<file path="src/rtl/fp_div_iter.sv">
// Iterative IEEE-754 single-precision divider: restoring mantissa division, one quotient
// bit per cycle, denormals flushed to zero, round toward zero, specials resolved at accept.
module fp_div_iter #(
   parameter int unsigned QBITS = 25
) (
   input  logic        clk,
   input  logic        reset,
   input  logic        start,
   input  logic [31:0] a,
   input  logic [31:0] b,
   output logic [31:0] result,
   output logic        busy,
   output logic        done,
   output logic        dz,
   output logic        nv
);

   localparam int unsigned CNT_W = $clog2(QBITS);
   localparam logic [31:0] QNAN  = 32'h7FC0_0000;

   typedef enum logic [1:0] {IDLE, DIV, NORM, DONE} state_t;

   state_t             state_q, state_d;
   logic [31:0]        result_q, result_d;
   logic               dz_q, dz_d, nv_q, nv_d;
   logic               sign_q, sign_d;
   logic [7:0]         ea_q, ea_d, eb_q, eb_d;
   logic [23:0]        mb_q, mb_d;
   logic [24:0]        rem_q, rem_d;
   logic [QBITS-1:0]   q_q, q_d;
   logic [CNT_W-1:0]   cnt_q, cnt_d;

   logic               a_zero, a_inf, a_nan, b_zero, b_inf, b_nan, s_in;
   logic               qbit;
   logic [24:0]        rem_sub;
   logic [9:0]         exp_w;

   always_comb begin
      a_zero = (a[30:23] == 8'd0);
      b_zero = (b[30:23] == 8'd0);
      a_inf  = (a[30:23] == 8'hFF) && (a[22:0] == 23'd0);
      b_inf  = (b[30:23] == 8'hFF) && (b[22:0] == 23'd0);
      a_nan  = (a[30:23] == 8'hFF) && (a[22:0] != 23'd0);
      b_nan  = (b[30:23] == 8'hFF) && (b[22:0] != 23'd0);
      s_in   = a[31] ^ b[31];
   end

   always_comb begin
      state_d  = state_q;
      result_d = result_q;
      dz_d     = dz_q;
      nv_d     = nv_q;
      sign_d   = sign_q;
      ea_d     = ea_q;
      eb_d     = eb_q;
      mb_d     = mb_q;
      rem_d    = rem_q;
      q_d      = q_q;
      cnt_d    = cnt_q;
      qbit     = (rem_q >= {1'b0, mb_q});
      rem_sub  = qbit ? (rem_q - {1'b0, mb_q}) : rem_q;
      // ea-eb plus bias, one less when the quotient mantissa lands below 1.0
      exp_w    = {2'b00, ea_q} - {2'b00, eb_q} + (q_q[QBITS-1] ? 10'd127 : 10'd126);

      unique case (state_q)
         IDLE: begin
            if (start) begin
               dz_d   = 1'b0;
               nv_d   = 1'b0;
               sign_d = s_in;
               ea_d   = a[30:23];
               eb_d   = b[30:23];
               mb_d   = {1'b1, b[22:0]};
               rem_d  = {2'b01, a[22:0]};
               q_d    = '0;
               cnt_d  = CNT_W'(QBITS - 1);
               state_d = DONE;
               if (a_nan || b_nan || (a_inf && b_inf) || (a_zero && b_zero)) begin
                  result_d = QNAN;
                  nv_d     = 1'b1;
               end else if (a_inf) begin
                  result_d = {s_in, 8'hFF, 23'd0};
               end else if (b_zero) begin
                  result_d = {s_in, 8'hFF, 23'd0};
                  dz_d     = 1'b1;
               end else if (a_zero || b_inf) begin
                  result_d = {s_in, 31'd0};
               end else begin
                  state_d = DIV;
               end
            end
         end
         DIV: begin
            q_d   = {q_q[QBITS-2:0], qbit};
            // rem_sub < mb < 2^24 here, so the dropped top bit is always zero
            rem_d = {rem_sub[23:0], 1'b0};
            cnt_d = cnt_q - 1'b1;
            if (cnt_q == '0) begin
               state_d = NORM;
            end
         end
         NORM: begin
            if ($signed(exp_w) >= $signed(10'sd255)) begin
               result_d = {sign_q, 8'hFF, 23'd0};
            end else if ($signed(exp_w) <= $signed(10'sd0)) begin
               result_d = {sign_q, 31'd0};
            end else if (q_q[QBITS-1]) begin
               result_d = {sign_q, exp_w[7:0], q_q[23:1]};
            end else begin
               result_d = {sign_q, exp_w[7:0], q_q[22:0]};
            end
            state_d = DONE;
         end
         DONE: begin
            state_d = IDLE;
         end
         default: begin
            state_d = IDLE;
         end
      endcase
   end

   always_ff @(posedge clk or posedge reset) begin
      if (reset) begin
         state_q  <= IDLE;
         result_q <= '0;
         dz_q     <= 1'b0;
         nv_q     <= 1'b0;
         sign_q   <= 1'b0;
         ea_q     <= '0;
         eb_q     <= '0;
         mb_q     <= '0;
         rem_q    <= '0;
         q_q      <= '0;
         cnt_q    <= '0;
      end else begin
         state_q  <= state_d;
         result_q <= result_d;
         dz_q     <= dz_d;
         nv_q     <= nv_d;
         sign_q   <= sign_d;
         ea_q     <= ea_d;
         eb_q     <= eb_d;
         mb_q     <= mb_d;
         rem_q    <= rem_d;
         q_q      <= q_d;
         cnt_q    <= cnt_d;
      end
   end

   assign result = result_q;
   assign dz     = dz_q;
   assign nv     = nv_q;
   assign busy   = (state_q != IDLE);
   assign done   = (state_q == DONE);

endmodule

</file>
<file path="config.mk">
export PLATFORM = sky130hd
export DESIGN_NAME = fp_div_iter
export DESIGN_NICKNAME = d
export VERILOG_FILES = /design/src/rtl/fp_div_iter.sv
export SDC_FILE = /design/constraint.sdc
export NUM_CORES = 1
export LEC_CHECK = 0
export CAP_MARGIN = 20
export CORE_MARGIN = 2
export CORE_UTILIZATION = 45
export CTS_BUF_LIST = sky130_fd_sc_hd__clkbuf_16
export DETAILED_ROUTE_END_ITERATION = 8
export PLACE_DENSITY = 0.71
export REMOVE_ABC_BUFFERS = 1
export SYNTH_ARGS = -nofsm -noshare
export SYNTH_HDL_FRONTEND = slang
export SYNTH_SLANG_ARGS = --single-unit
</file>
<file path="constraint.sdc">
create_clock -name clk -period 9.6 [get_ports clk]
set_input_delay 1.92 -clock clk [delete_from_list [all_inputs] [get_ports clk]]
set_output_delay 1.92 -clock clk [all_outputs]
set_load 0.02 [all_outputs]
</file>
# ---- After elaboration in Yosys (flattened, before gate mapping)
# Cells that the tools add are included.
# Widths: inputs -> output; s select.
dict set report classes {
  bitwise 1
  n_reduce_logical 25
  n_mux 28
  order_cmp 3
  add_sub_neg 4
  n_eq_ne 8
}
# op n
set ops {}
lappend ops {{$mux 32} 5}
lappend ops {{$pmux 25 s2} 2}
lappend ops {{$pmux 32 s2} 1}
lappend ops {{$mux 31} 2}
lappend ops {{$mux 25} 2}
lappend ops {{$logic_not 23->1} 2}
lappend ops {{$reduce_bool 23->1} 2}
lappend ops {{$ge 25x24->1} 1}
lappend ops {{$mux 24} 1}
lappend ops {{$sub 24x24->24} 1}
lappend ops {{$mux 23} 1}
lappend ops {{$eq 8x8->1 const B} 2}
lappend ops {{$logic_not 8->1} 2}
lappend ops {{$mux 2} 6}
lappend ops {{$add 9x8->10} 1}
lappend ops {{$ge 10x9->1 const B} 1}
lappend ops {{$le 10x1->1 const B} 1}
lappend ops {{$pmux 5 s2} 1}
lappend ops {{$sub 8x8->9} 1}
lappend ops {{$pmux 2 s4} 1}
lappend ops {{$logic_and 1x1->1} 6}
lappend ops {{$reduce_and 2->1} 3}
lappend ops {{$reduce_bool 2->1} 3}
lappend ops {{$logic_not 5->1} 1}
lappend ops {{other kinds (11)} 20}
dict set report totals {
  out_inout_bits 36
  reg_bits 132
  inputBits 67
  wordCells 80
}

# ---- Longest topological paths before layout
# Gate-level depths: netlist of the first run.
dict set report depth {
  ltp_word 9
  ltp_mapped 15
  ltp_nobuf 14
}

# ---- Worst setup path after synthesis of the first run
# OpenSTA, ideal clock, no wires.
dict set report synth_timing {
  kind {input -> register}
  from {in a[30]}
  to {reg result_q[24] (netlist: result[24])}
  arrival_time_ps 3361
  n_path_buf 1
  slack_ps 6157
  t_required_ps 9518
  setup_ps 82
  stages 8
  path_cell_list {nand4_1 > or2_2 > and4_1 > a2bb2oi_1 > a21oi_1 > and3_1 > buf_6 > o22ai_1}
}
dict set report synth_between {
  elab_chain_len 8
  word_cells_on_any_way 16
  cone_classes {2 x eq/ne; 4 x mux; 10 x reduce/logical}
}
# element line_no
set synth_rtl {}
lappend synth_rtl {{from (decl)} 9} ;# input logic [31:0] a,
lappend synth_rtl {{$eq 8x8->1} {41, 43}}
lappend synth_rtl {{$logic_and 1x1->1 (on tied branches)} {43, 41}}
lappend synth_rtl {{$logic_or 1x1->1 or $logic_and 1x1->1 (tied branches)} 78} ;# if (a_nan || b_nan || (a_inf && b_inf) || (a_zero && b_zero)) begin
lappend synth_rtl {{$logic_or 1x1->1 (2 in a row)} 78}
lappend synth_rtl {{$mux 32} 78}
lappend synth_rtl {{$mux 32} 67} ;# if (start) begin
lappend synth_rtl {{$pmux 32 s2} 65} ;# unique case (state_q)
lappend synth_rtl {{to (signal assigned)} 138} ;# result_q <= result_d;
lappend synth_rtl {{to (decl)} 24} ;# logic [31:0] result_q, result_d;
# Parallel ways exist; a longest one is shown, timed or not. The select of a mux whose other input is x is not followed.
# A chain may end at the register's enable or synchronous reset.

# ---- Worst setup path in the final report of the first run
dict set report layout_timing {
  from {in b[28]}
  to {reg result_q[21] (netlist: result[21])}
}
dict set report layout_between {
  elab_chain_len 8
  word_cells_on_any_way 17
  cone_classes {2 x eq/ne; 5 x mux; 10 x reduce/logical}
}
# element line_no
set layout_rtl {}
lappend layout_rtl {{from (decl)} 10} ;# input logic [31:0] b,
lappend layout_rtl {{$eq 8x8->1} {42, 44}}
lappend layout_rtl {{$logic_and 1x1->1 (on tied branches)} {44, 42}}
lappend layout_rtl {{$logic_or 1x1->1 or $logic_and 1x1->1 (tied branches)} 78}
lappend layout_rtl {{$logic_or 1x1->1 (2 in a row)} 78}
lappend layout_rtl {{$mux 32} 78}
lappend layout_rtl {{$mux 32} 67}
lappend layout_rtl {{$pmux 32 s2} 65}
# Parallel ways exist; a longest one is shown, timed or not. The select of a mux whose other input is x is not followed.

==> impl_results.md, run 1 <==
- Post-CTS setup buffers: 0
- Width of the die: 136 um
- Max cap viols: 0
- H-tree depth: 4
- Setup violators final: 0
- RSZ-0062 raised after global routing: no
- Setup ws final: 5.27 ns
- Sum Neg Setup Slack: 0 ns
- Hold buffers post-CTS: 0
- CTS Buf Count: 17
- Max Freq: 0.231 GHz
- Crit path kind: input port to register
- Vias/cell: 5.72
- Commonest non-fill, non-tap cell in the layout: dfrtp_1
- Final Hold Viols: 0
- Minimum clock period: 4.33 ns
- CTS tree: yes
- VDD IR max: 0.216 mV
- First-pass DRT Iterations: 5
- Sequential Area: 3300 um2
- LEAKAGE: 4.19 nW
- Gr usage total: 0.219
- Synth Flop Type: dfrtp_1
- Routability Congestion: 0.900
- Critical Path Max Stage Delay: 0.64 ns
- Mapped Cells: 808
- Slew headroom: 0.366
- Fin. max-slew vios: 0
- Worst skew pair latency: 0.43 ns
- Final ANT Viol Nets: 0
- Die height: 136 um
- Row count: 48
- Multi-input gate area: 4240 um2
- Root buf cell: clkbuf_16
- Fillers: 1576
- Via count: 6533
- Starting Density: 0.458
- Hold crit path type: register to register
- Synthesized area: 7870 um2
- Worst-Margin Slew: 0.945 ns
- Port Buffers: 102
- GRT overflow: 0
- Share of layout cells above drive strength 1: 0.100
- Resized cells post-CTS: 0
- Status: finished, final reports clean
- Ys Warns: 0
- Worst-case clock buffer depth: 2
- First-pass GRT wire length: 31.9 mm
- Period utilization: 0.451
- Post-Syn Area per Cell: 9.73 um2
- Synth cell types: 67
- CORE AREA: 17200 um2
- #FFs+latches synth: 132
- Arrival time at the worst endpoint: 4.65 ns
- Post-DP HPWL: 13.9 mm
- Nets@finish: 1013
- Initial antenna violation count: 0
- CTS Sinks: 132
- Most frequent cells in the layout: dfrtp_1 (132), clkdlybuf4s50_1 (102), o21ai_0 (71)
- Finished layout cell area: 9690 um2
- Crit path cell chain: clkdlybuf4s50_1, nor4_1, nand2_1, and4_1, a2bb2oi_2, nor2_1, nand4_1, o21ai_0
- Clk slew on worst S/H paths: 0.06 ns
- Ant. Diodes: 0
- Residual DRC count: 0
- Crit end category: register
- FFs w/ async S/R, synth: 1.00
- Vias in the first global route: 6366
- Worst Path Required: 9.92 ns
- DR iter-0 viols: 447
- Pwr Density: 404 nW/um2
- Wirelength per Cell: 16.9 um
- Placed Area: 9090 um2
- Place WS: 4.42 ns
- Die Area: 18600 um2
- Total routed wirelength: 19.2 mm
- Worst path slowest cell: nand4_1
- Area grow syn2layout: 23.3%
- Clock skew: 0.00705 ns
- Crit-path max FO: 23
- Boundary pin count: 103
- Crit start category: input port
- Post-synth EDFFs: 0
- Largest net degree at the start of global routing: 73
- Register area share after synthesis: 0.420
## worst max-delay path, delay by kind of cell
kind | cells | cell delay (ns)
AND/OR/NAND/NOR | 5 | 1.64
AO/OA/AOI/OAI | 2 | 0.62
buffers and inverters | 1 | 0.47
## synthesized netlist by cell type, types with 9 or more instances
cell      instances  area (um2)
xnor2_1          18         158
dfrtp_1         132        3300
nor2_1           38         143
nand2_1          67         251
o22ai_1           9        56.3
clkbuf_1         22        82.6
xor2_1            9        78.8
a22oi_1          17         128
nor4_1           16         100
inv_1            55         206
mux2_2           42         473
nand4_1          13        81.3
a22o_1           25         219
a21o_1           16         120
o21ai_0          71         355
nand3_1          15        75.1
a21oi_1          33         165
ha_1             40         500
nor3_1           15        75.1
mux2i_1          42         420
## area by class of cell
| cell class | instances | area share |
|---|---|---|
| Inverter | 55 | 0.0216 |
| Multi-Input combinational cell | 589 | 0.437 |
| Clock buffer | 17 | 0.0439 |
| Sequential cell | 132 | 0.341 |
| Tap cell | 225 | 0.0290 |
| Clock inverter | 15 | 0.0146 |
| Timing Repair Buffer | 109 | 0.113 |
## routing by layer
layer / share of wire / track usage / wire [um]
met1: 0.46 / 0.291 / 8830
met2: 0.48 / 0.353 / 9180
met3: 0.041 / 0.0481 / 791
met4: 0.023 / 0.0758 / 445
met5: 0 / 0 / 0
## report_power, final
part           internal, mW  switching (mW)  total, mW
logic                  1.03            1.38       2.41
registers             0.749           0.126      0.874
clock network         0.378           0.250      0.628
## flip-flops by register name, summed over array words and instances (netlist names)
signal / cells
cnt_q: 5
q_q: 25
dz: 1
rem_q: 25
eb_q: 8
sign_q: 1
ea_q: 8
state_q: 2
mb_q: 24
result: 32
nv: 1
## metrics by stage
| stage | std cells | hold slack [ns] | utilization | power (mW) |
|---|---|---|---|---|
| floorplan | 776 | 0.418 | - | 2.68 |
| global placement | 1108 | 0.433 | 0.529 | 3.21 |
| detailed placement | 1108 | 0.441 | 0.529 | 3.25 |
| CTS | 1140 | 0.475 | 0.562 | 3.89 |
| global route | 1142 | 0.485 | 0.564 | 4.25 |
| finish | 1142 | 0.475 | 0.564 | 3.92 |
## worst paths after layout
path / start / end / slack (ns) / cells past startpoint
setup / recovery: b[28] / result[21]$_DFFE_PP0P_ / 5.27 / 8
hold / removal: result[13]$_DFFE_PP0P_ / result[13]$_DFFE_PP0P_ / 0.48 / 2
setup reg to reg: ea_q[0]$_DFFE_PP0P_ / result[21]$_DFFE_PP0P_ / 5.48 / 12
hold reg to reg: result[13]$_DFFE_PP0P_ / result[13]$_DFFE_PP0P_ / 0.48 / 2
max in group asynchronous: reset / eb_q[5]$_DFFE_PP0P_ / 6.17 / 3
min in group asynchronous: reset / result[18]$_DFFE_PP0P_ / 1.99 / 2
## logic make-up (layout without fill, tap and decap cells)
group,count (synthesis),after routing,share of synthesized area
xor gates and xnor gates,27,27,0.0301
muxes,84,84,0.114
AOI/OAI and AO/OA,234,234,0.197
and+or+nand+nor,202,202,0.125
adders and majority gates,42,42,0.0687
buffers and inverters,87,196,0.0449
DFF,132,132,0.420
(Power assumes the default switching activity.)
==> run 2, diff against run 1 <==
==> constraint.sdc (replaced) <==
create_clock -name clk -period 4.25 [get_ports clk]
set_input_delay 0.85 -clock clk [delete_from_list [all_inputs] [get_ports clk]]
set_output_delay 0.85 -clock clk [all_outputs]
set_load 0.02 [all_outputs]
==> run 2 against run 1 <==
Final cell count is 0.44% higher. Global-route usage rose by 0.48 points. Critical path depth is 5 higher. Count of clock-buffer cells in the layout unchanged. Total power is 130% higher. Critical endpoint is now result[5]$_DFFE_PP0P_. Largest cell class unchanged. Highest routed layer unchanged.
==> impl_results.md, run 2 (synthesis results as in run 1) <==
- Via count: 6610 (+1.2%)
- Share of layout cells above drive strength 1: 0.107 (+0.00705)
- Sum Neg Setup Slack: 0 ns (unchanged)
- Max reg flops: 32 (unchanged)
- Crit end category: register
- Initial antenna violation count: 0 (unchanged)
- Root buf cell: clkbuf_16
- Arrival time at the worst endpoint: 3.83 ns (-0.82 ns)
- RSZ-0062 raised after global routing: no
- CTS tree: yes
- Status: finished, final reports clean
- FF-to-FF Start: ea_q[0]$_DFFE_PP0P_
- Total power: 8.87 mW (+130%)
- CTS Buf Count: 17 (unchanged)
- Vias/cell: 5.76 (+0.74%)
- Boundary pin count: 103 (unchanged)
- Most frequent cells in the layout: dfrtp_1 (132), clkdlybuf4s50_1 (102), o21ai_0 (71)
- Largest net degree at the start of global routing: 66 (-9.6%)
- Setup violators final: 0 (unchanged)
- Worst-Margin Slew: 0.965 ns (+0.0196 ns)
- Nets@finish: 1018 (+0.49%)
- Clock skew: 0.00978 ns (+0.00273 ns)
- DR iter-0 viols: 391 (-13%)
- Width of the die: 136 um (unchanged)
- Critical path startpoint: ea_q[0]$_DFFE_PP0P_
- Crit start category: register
- GRT overflow: 0 (unchanged)
- Fin. max-slew vios: 0 (unchanged)
- Routability Congestion: 0.890 (-1.1%)
- Post-DP HPWL: 14.6 mm (+4.9%)
- Period utilization: 0.832
- Clk slew on worst S/H paths: 0.06 ns (about the same)
- Die Area: 18600 um2 (unchanged)
- Commonest non-fill, non-tap cell in the layout: dfrtp_1
- Row count: 48 (unchanged)
- Worst Path Required: 4.54 ns (-5.38 ns)
- Resized cells post-CTS: 0 (unchanged)
- First-pass DRT Iterations: 5 (unchanged)
- Total routed wirelength: 19.7 mm (+2.1%)
- Slew headroom: 0.353 (-0.0131)
- Port Buffers: 102 (unchanged)
- Die height: 136 um (unchanged)
- Max cap viols: 0 (unchanged)
- Ant. Diodes: 0 (unchanged)
- Final ANT Viol Nets: 0 (unchanged)
- Vias in the first global route: 6410 (+0.69%)
- CORE AREA: 17200 um2 (unchanged)
- Hold Crit Start: mb_q[23]$_DFFE_PP0P_
- Area grow syn2layout: 23.4%
- Hold buffers post-CTS: 0 (unchanged)
- Wirelength per Cell: 17.1 um (+1.7%)
- Residual DRC count: 0 (unchanged)
- Max Freq: 0.283 GHz
- H-tree depth: 4 (unchanged)
- CTS Sinks: 132 (unchanged)
- Minimum clock period: 3.54 ns
- Pwr Density: 913 nW/um2 (+130%)
- Worst-case clock buffer depth: 2 (unchanged)
- Gr usage total: 0.224 (+0.00477)
- VDD IR max: 0.503 mV (+130%)
- Fillers: 1609 (+2.1%)
- First-pass GRT wire length: 32.4 mm (+1.9%)
- Final Hold Viols: 0 (unchanged)
- Crit path kind: register to register
- Post-CTS setup buffers: 0 (unchanged)
- Worst skew pair latency: 0.42 ns (about the same)
- Hold crit path type: register to register
- Crit-path max FO: 23 (unchanged)
- Starting Density: 0.458 (unchanged)
- LEAKAGE: 4.19 nW (+0.16%)
## run 2: area by class of cell
class                           count  area (um2)  share of cell area
Multi-Input combinational cell    589        4230               0.436
Sequential cell                   132        3300               0.340
Timing Repair Buffer              114        1120               0.116
Clock buffer                       17         425              0.0438
Tap cell                          225         282              0.0290
Inverter                           55         209              0.0215
Clock inverter                     15         133              0.0137
## run 2: worst paths after layout
check	to	slack (ns)	cells past startpoint
max	result[5]$_DFFE_PP0P_	0.71	13
min	mb_q[23]$_DFFE_PP0P_	0.46	2
max reg2reg	result[5]$_DFFE_PP0P_	0.71	13
min reg2reg	mb_q[23]$_DFFE_PP0P_	0.46	2
max in group asynchronous	eb_q[6]$_DFFE_PP0P_	2.61	3
min in group asynchronous	result[31]$_DFFE_PP0P_	0.81	2
## run 2: stage by stage
| stage | setup WS, ns | hold WS, ns | cells | area [um2] | utilization |
|---|---|---|---|---|---|
| finish | 0.712 | 0.461 | 1147 | 9710 | 0.565 |
| floorplan | -0.126 | 0.418 | 776 | 7720 | - |
| detailed placement | 0.740 | 0.447 | 1115 | 9150 | 0.533 |
| CTS | 0.719 | 0.462 | 1147 | 9710 | 0.565 |
| global placement | 0.776 | 0.436 | 1115 | 9150 | 0.533 |
| global route | 0.438 | 0.500 | 1147 | 9710 | 0.565 |
## run 2: worst max-delay path, cell delays in order, from the launching register on
cell and delay (ns):
dfrtp_1 0.38, inv_1 0.06, ha_1 0.15, inv_1 0.05, fa_1 0.45, a211o_1 0.39
a21o_1 0.20, and2_4 0.16, or3_1 0.43, o31a_1 0.31, a311o_1 0.34, nand4_1 0.09
buf_4 0.24, o21ai_0 0.13
## run 2: where the power goes
group / switching (mW) / internal (mW) / total [mW]
registers: 0.284 / 1.69 / 1.97
logic: 3.16 / 2.34 / 5.50
clock network: 0.583 / 0.805 / 1.39
## run 2: layer usage
| layer | GRT usage | share of wire | vias up |
|---|---|---|---|
| met5 | 0 | 0 | - |
| met4 | 0.0793 | 0.022 | 0 |
| met3 | 0.0425 | 0.035 | 25 |
| met2 | 0.357 | 0.47 | 173 |
| met1 | 0.304 | 0.47 | 3227 |
| li1 | - | - | 3185 |
==> run 3, diff against run 2 <==
--- a/config.mk
+++ b/config.mk
@@ -10,7 +10,7 @@
 export CORE_UTILIZATION = 45
 export CTS_BUF_LIST = sky130_fd_sc_hd__clkbuf_16
 export DETAILED_ROUTE_END_ITERATION = 8
-export PLACE_DENSITY = 0.71
+export PLACE_DENSITY = 0.74
 export REMOVE_ABC_BUFFERS = 1
 export SYNTH_ARGS = -nofsm -noshare
 export SYNTH_HDL_FRONTEND = slang
==> constraint.sdc (replaced) <==
create_clock -name clk -period 2.95 [get_ports clk]
set_input_delay 0.59 -clock clk [delete_from_list [all_inputs] [get_ports clk]]
set_output_delay 0.59 -clock clk [all_outputs]
set_load 0.02 [all_outputs]
==> run 3 against run 2 <==
The flow now finishes with violations (negative setup slack). Worst hold slack got worse by 0.0015 ns. Highest routed layer unchanged. Sequential cell count unchanged. First-iteration DRC count increased by 39%. Register-to-register slack got worse by 0.99 ns. Setup slack got worse by 0.99 ns. Global-route usage increased by 0.64 points. Final cell count increased by 5.6%. Clock power increased by 55%. Total power increased by 71%.
==> impl_results.md, run 3 (synthesis results as in run 1) <==
- Crit path kind: register to register
- Max Freq: 0.309 GHz (+9.5%)
- Crit start category: register
- Failing checks: negative setup slack
- Largest net degree at the start of global routing: 133 (+100%)
- Width of the die: 136 um (unchanged)
- GRT overflow: 0 (unchanged)
- Minimum clock period: 3.23 ns (-0.306 ns)
- DR iter-0 viols: 544 (+39%)
- Wl on met1: 9.25 mm (-0.22%)
- Crit end category: register
- FF-to-FF Start: ea_q[0]$_DFFE_PP0P_
- CTS Buf Count: 17 (unchanged)
- H-tree depth: 4 (unchanged)
- Most frequent cells in the layout: dfrtp_1 (132), clkdlybuf4s50_1 (102), buf_4 (68)
- Hold_ws: 0.460 ns (-0.00149 ns)
- Hold crit path type: register to register
- Worst reg2reg setup slack: -0.28 ns (-0.99 ns)
- Row count: 48 (unchanged)
- Total routed wirelength: 21.1 mm (+7.4%)
- Gr usage total: 0.230 (+0.00638)
- Max cap viols: 0 (unchanged)
- Sum Neg Setup Slack: -7.49 ns (-7.49 ns)
- Worst-case clock buffer depth: 2 (unchanged)
- Worst Path Buf+Inv: 3 (unchanged)
- Crit path cell chain: inv_1, ha_2, inv_2, fa_2, a211o_4, a21o_1, and2_4, or3_4, o31a_1, a311o_1, nand4_1, buf_12, o21ai_0
- First-pass GRT wire length: 33.6 mm (+3.6%)
- Worst skew pair latency: 0.43 ns (about the same)
- Crit-path max FO: 23 (unchanged)
- Port Buffers: 102 (unchanged)
- CTS Sinks: 132 (unchanged)
- Nets@finish: 1082 (+6.3%)
- Arrival time at the worst endpoint: 3.54 ns (-0.29 ns)
- Ant. Diodes: 0 (unchanged)
- Hold buffers post-CTS: 0 (unchanged)
- DR top layer: met4
- Slew headroom: 0.401 (+0.0488)
- Worst Path Required: 3.26 ns (-1.28 ns)
- Clk slew on worst S/H paths: 0.06 ns (about the same)
- Final Util: 0.609 (+0.0439)
- VDD IR max: 0.798 mV (+59%)
- Status: complete, but fails checks
- Initial antenna violation count: 0 (unchanged)
- Critical Path Max Stage Delay: 0.38 ns (-0.07 ns)
- Pwr Density: 1450 nW/um2 (+59%)
- Place WS: -0.312 ns (-1.05 ns)
- Clock skew: 0.00841 ns (-0.00137 ns)
- Commonest non-fill, non-tap cell in the layout: dfrtp_1
- Reg2reg end: result[8]$_DFFE_PP0P_
- First-pass DRT Iterations: 5 (unchanged)
- Max reg flops: 32 (unchanged)
- Via count: 7016 (+6.1%)
- Worst path slowest cell: dfrtp_1
- Post-DP HPWL: 14.7 mm (+0.58%)
- Met3 WL: 997 um (+44%)
- Vias in the first global route: 6785 (+5.9%)
- Vias/cell: 5.79 (+0.53%)
- Hold EP: mb_q[23]$_DFFE_PP0P_
- WL met2: 10.3 mm (+11%)
- Die height: 136 um (unchanged)
- Hold depth: 2 (unchanged)
- Area grow syn2layout: 33.0%
- Worst reg-to-reg path cell count: 13 (unchanged)
- Wirelength per Cell: 17.4 um (+1.8%)
- Die Area: 18600 um2 (unchanged)
- RSZ-0062 raised after global routing: yes
- Share of layout cells above drive strength 1: 0.198 (+0.0904)
- Root buf cell: clkbuf_16
- Cell family with most CP delay: compound AO/OA/AOI/OAI gates
- Final Hold Viols: 0 (unchanged)
- Total power: 15.2 mW (+71%)
- LEAKAGE: 4.59 nW (+9.5%)
- Setup ws final: -0.283 ns (-0.994 ns)
- Hold Crit Start: mb_q[23]$_DFFE_PP0P_
- Setup violators final: 30 (+30)
- Period utilization: 1.10 (+0.263)
- CTS tree: yes
- Residual DRC count: 0 (unchanged)
- CORE AREA: 17200 um2 (unchanged)
- Starting Density: 0.458 (unchanged)
- Worst-Margin Slew: 0.895 ns (-0.0701 ns)
- Routability Congestion: 0.882 (-0.87%)
- Fin. max-slew vios: 0 (unchanged)
- Boundary pin count: 103 (unchanged)
- Final ANT Viol Nets: 0 (unchanged)
-- run 3: cell count changes in the layout (fill, tap and decap cells not counted), sizes merged --
cell,previous run,this run
clkinv,6,4
inv,58,63
bufinv,1,2
buf,12,76
clkinvlp,5,1
-- run 3: layout make-up --
| cell class | count | area (um2) |
|---|---|---|
| fill | 1460 | 6720 |
| multi-input combinational | 589 | 4410 |
| sequential | 132 | 3300 |
| timing repair buffer | 178 | 1670 |
| clock buffer | 17 | 425 |
| tap | 225 | 282 |
| inverter | 55 | 209 |
| clock inverter | 15 | 169 |
-- run 3: worst reg2reg max path, delay by kind of cell (launching register included) --
family,cells,cell delay (ns)
fa+ha+maj,2,0.55
compound gates,5,1.30
buf+inv,3,0.27
flops,1,0.38
simple gates,3,0.62
-- run 3: per-stage QoR --
| step | instance area, um2 | cells |
|---|---|---|
| 2_1_floorplan | 7720 | 776 |
| 3_3_place_gp | 9650 | 1175 |
| 3_5_place_dp | 9650 | 1175 |
| 4_1_cts | 10300 | 1208 |
| 5_1_grt | 10500 | 1211 |
| 6_report | 10500 | 1211 |
-- run 3: repair_timing --
action	CTS	global route
endpoints found under the setup margin	31	54
pin swaps	2	7
resized for setup	12	38
buffers inserted	1	4
-- run 3: power breakdown --
| group | total (mW) | internal (mW) | leakage (nW) | switching [mW] |
|---|---|---|---|---|
| Clock | 2.15 | 1.27 | 0.294 | 0.881 |
| Combinational | 10.2 | 4.78 | 2.62 | 5.45 |
| Sequential | 2.82 | 2.43 | 1.68 | 0.387 |
| Total | 15.2 | 8.48 | 4.59 | 6.71 |
-- run 3: per-layer routing --
layer	up-vias	GRT usage
met3	47	0.0336
met5	-	0
met1	3426	0.309
met2	228	0.380
met4	0	0.0810
li1	3315	-
-- run 3: how the worst max path moves through the flow --
stage	start	endpoint	slack, ns	cells past startpoint
3_3_place_gp	ea_q[0]$_DFFE_PP0P_	result[7]$_DFFE_PP0P_	-0.22	13
5_1_grt	ea_q[0]$_DFFE_PP0P_	result[14]$_DFFE_PP0P_	-0.38	13
3_5_place_dp	ea_q[0]$_DFFE_PP0P_	result[7]$_DFFE_PP0P_	-0.31	13
4_1_cts	ea_q[0]$_DFFE_PP0P_	result[3]$_DFFE_PP0P_	-0.20	13
6_report	ea_q[0]$_DFFE_PP0P_	result[8]$_DFFE_PP0P_	-0.28	13
2_1_floorplan	reset	cnt_q[0]$_DFFE_PP0P_	-1.17	1
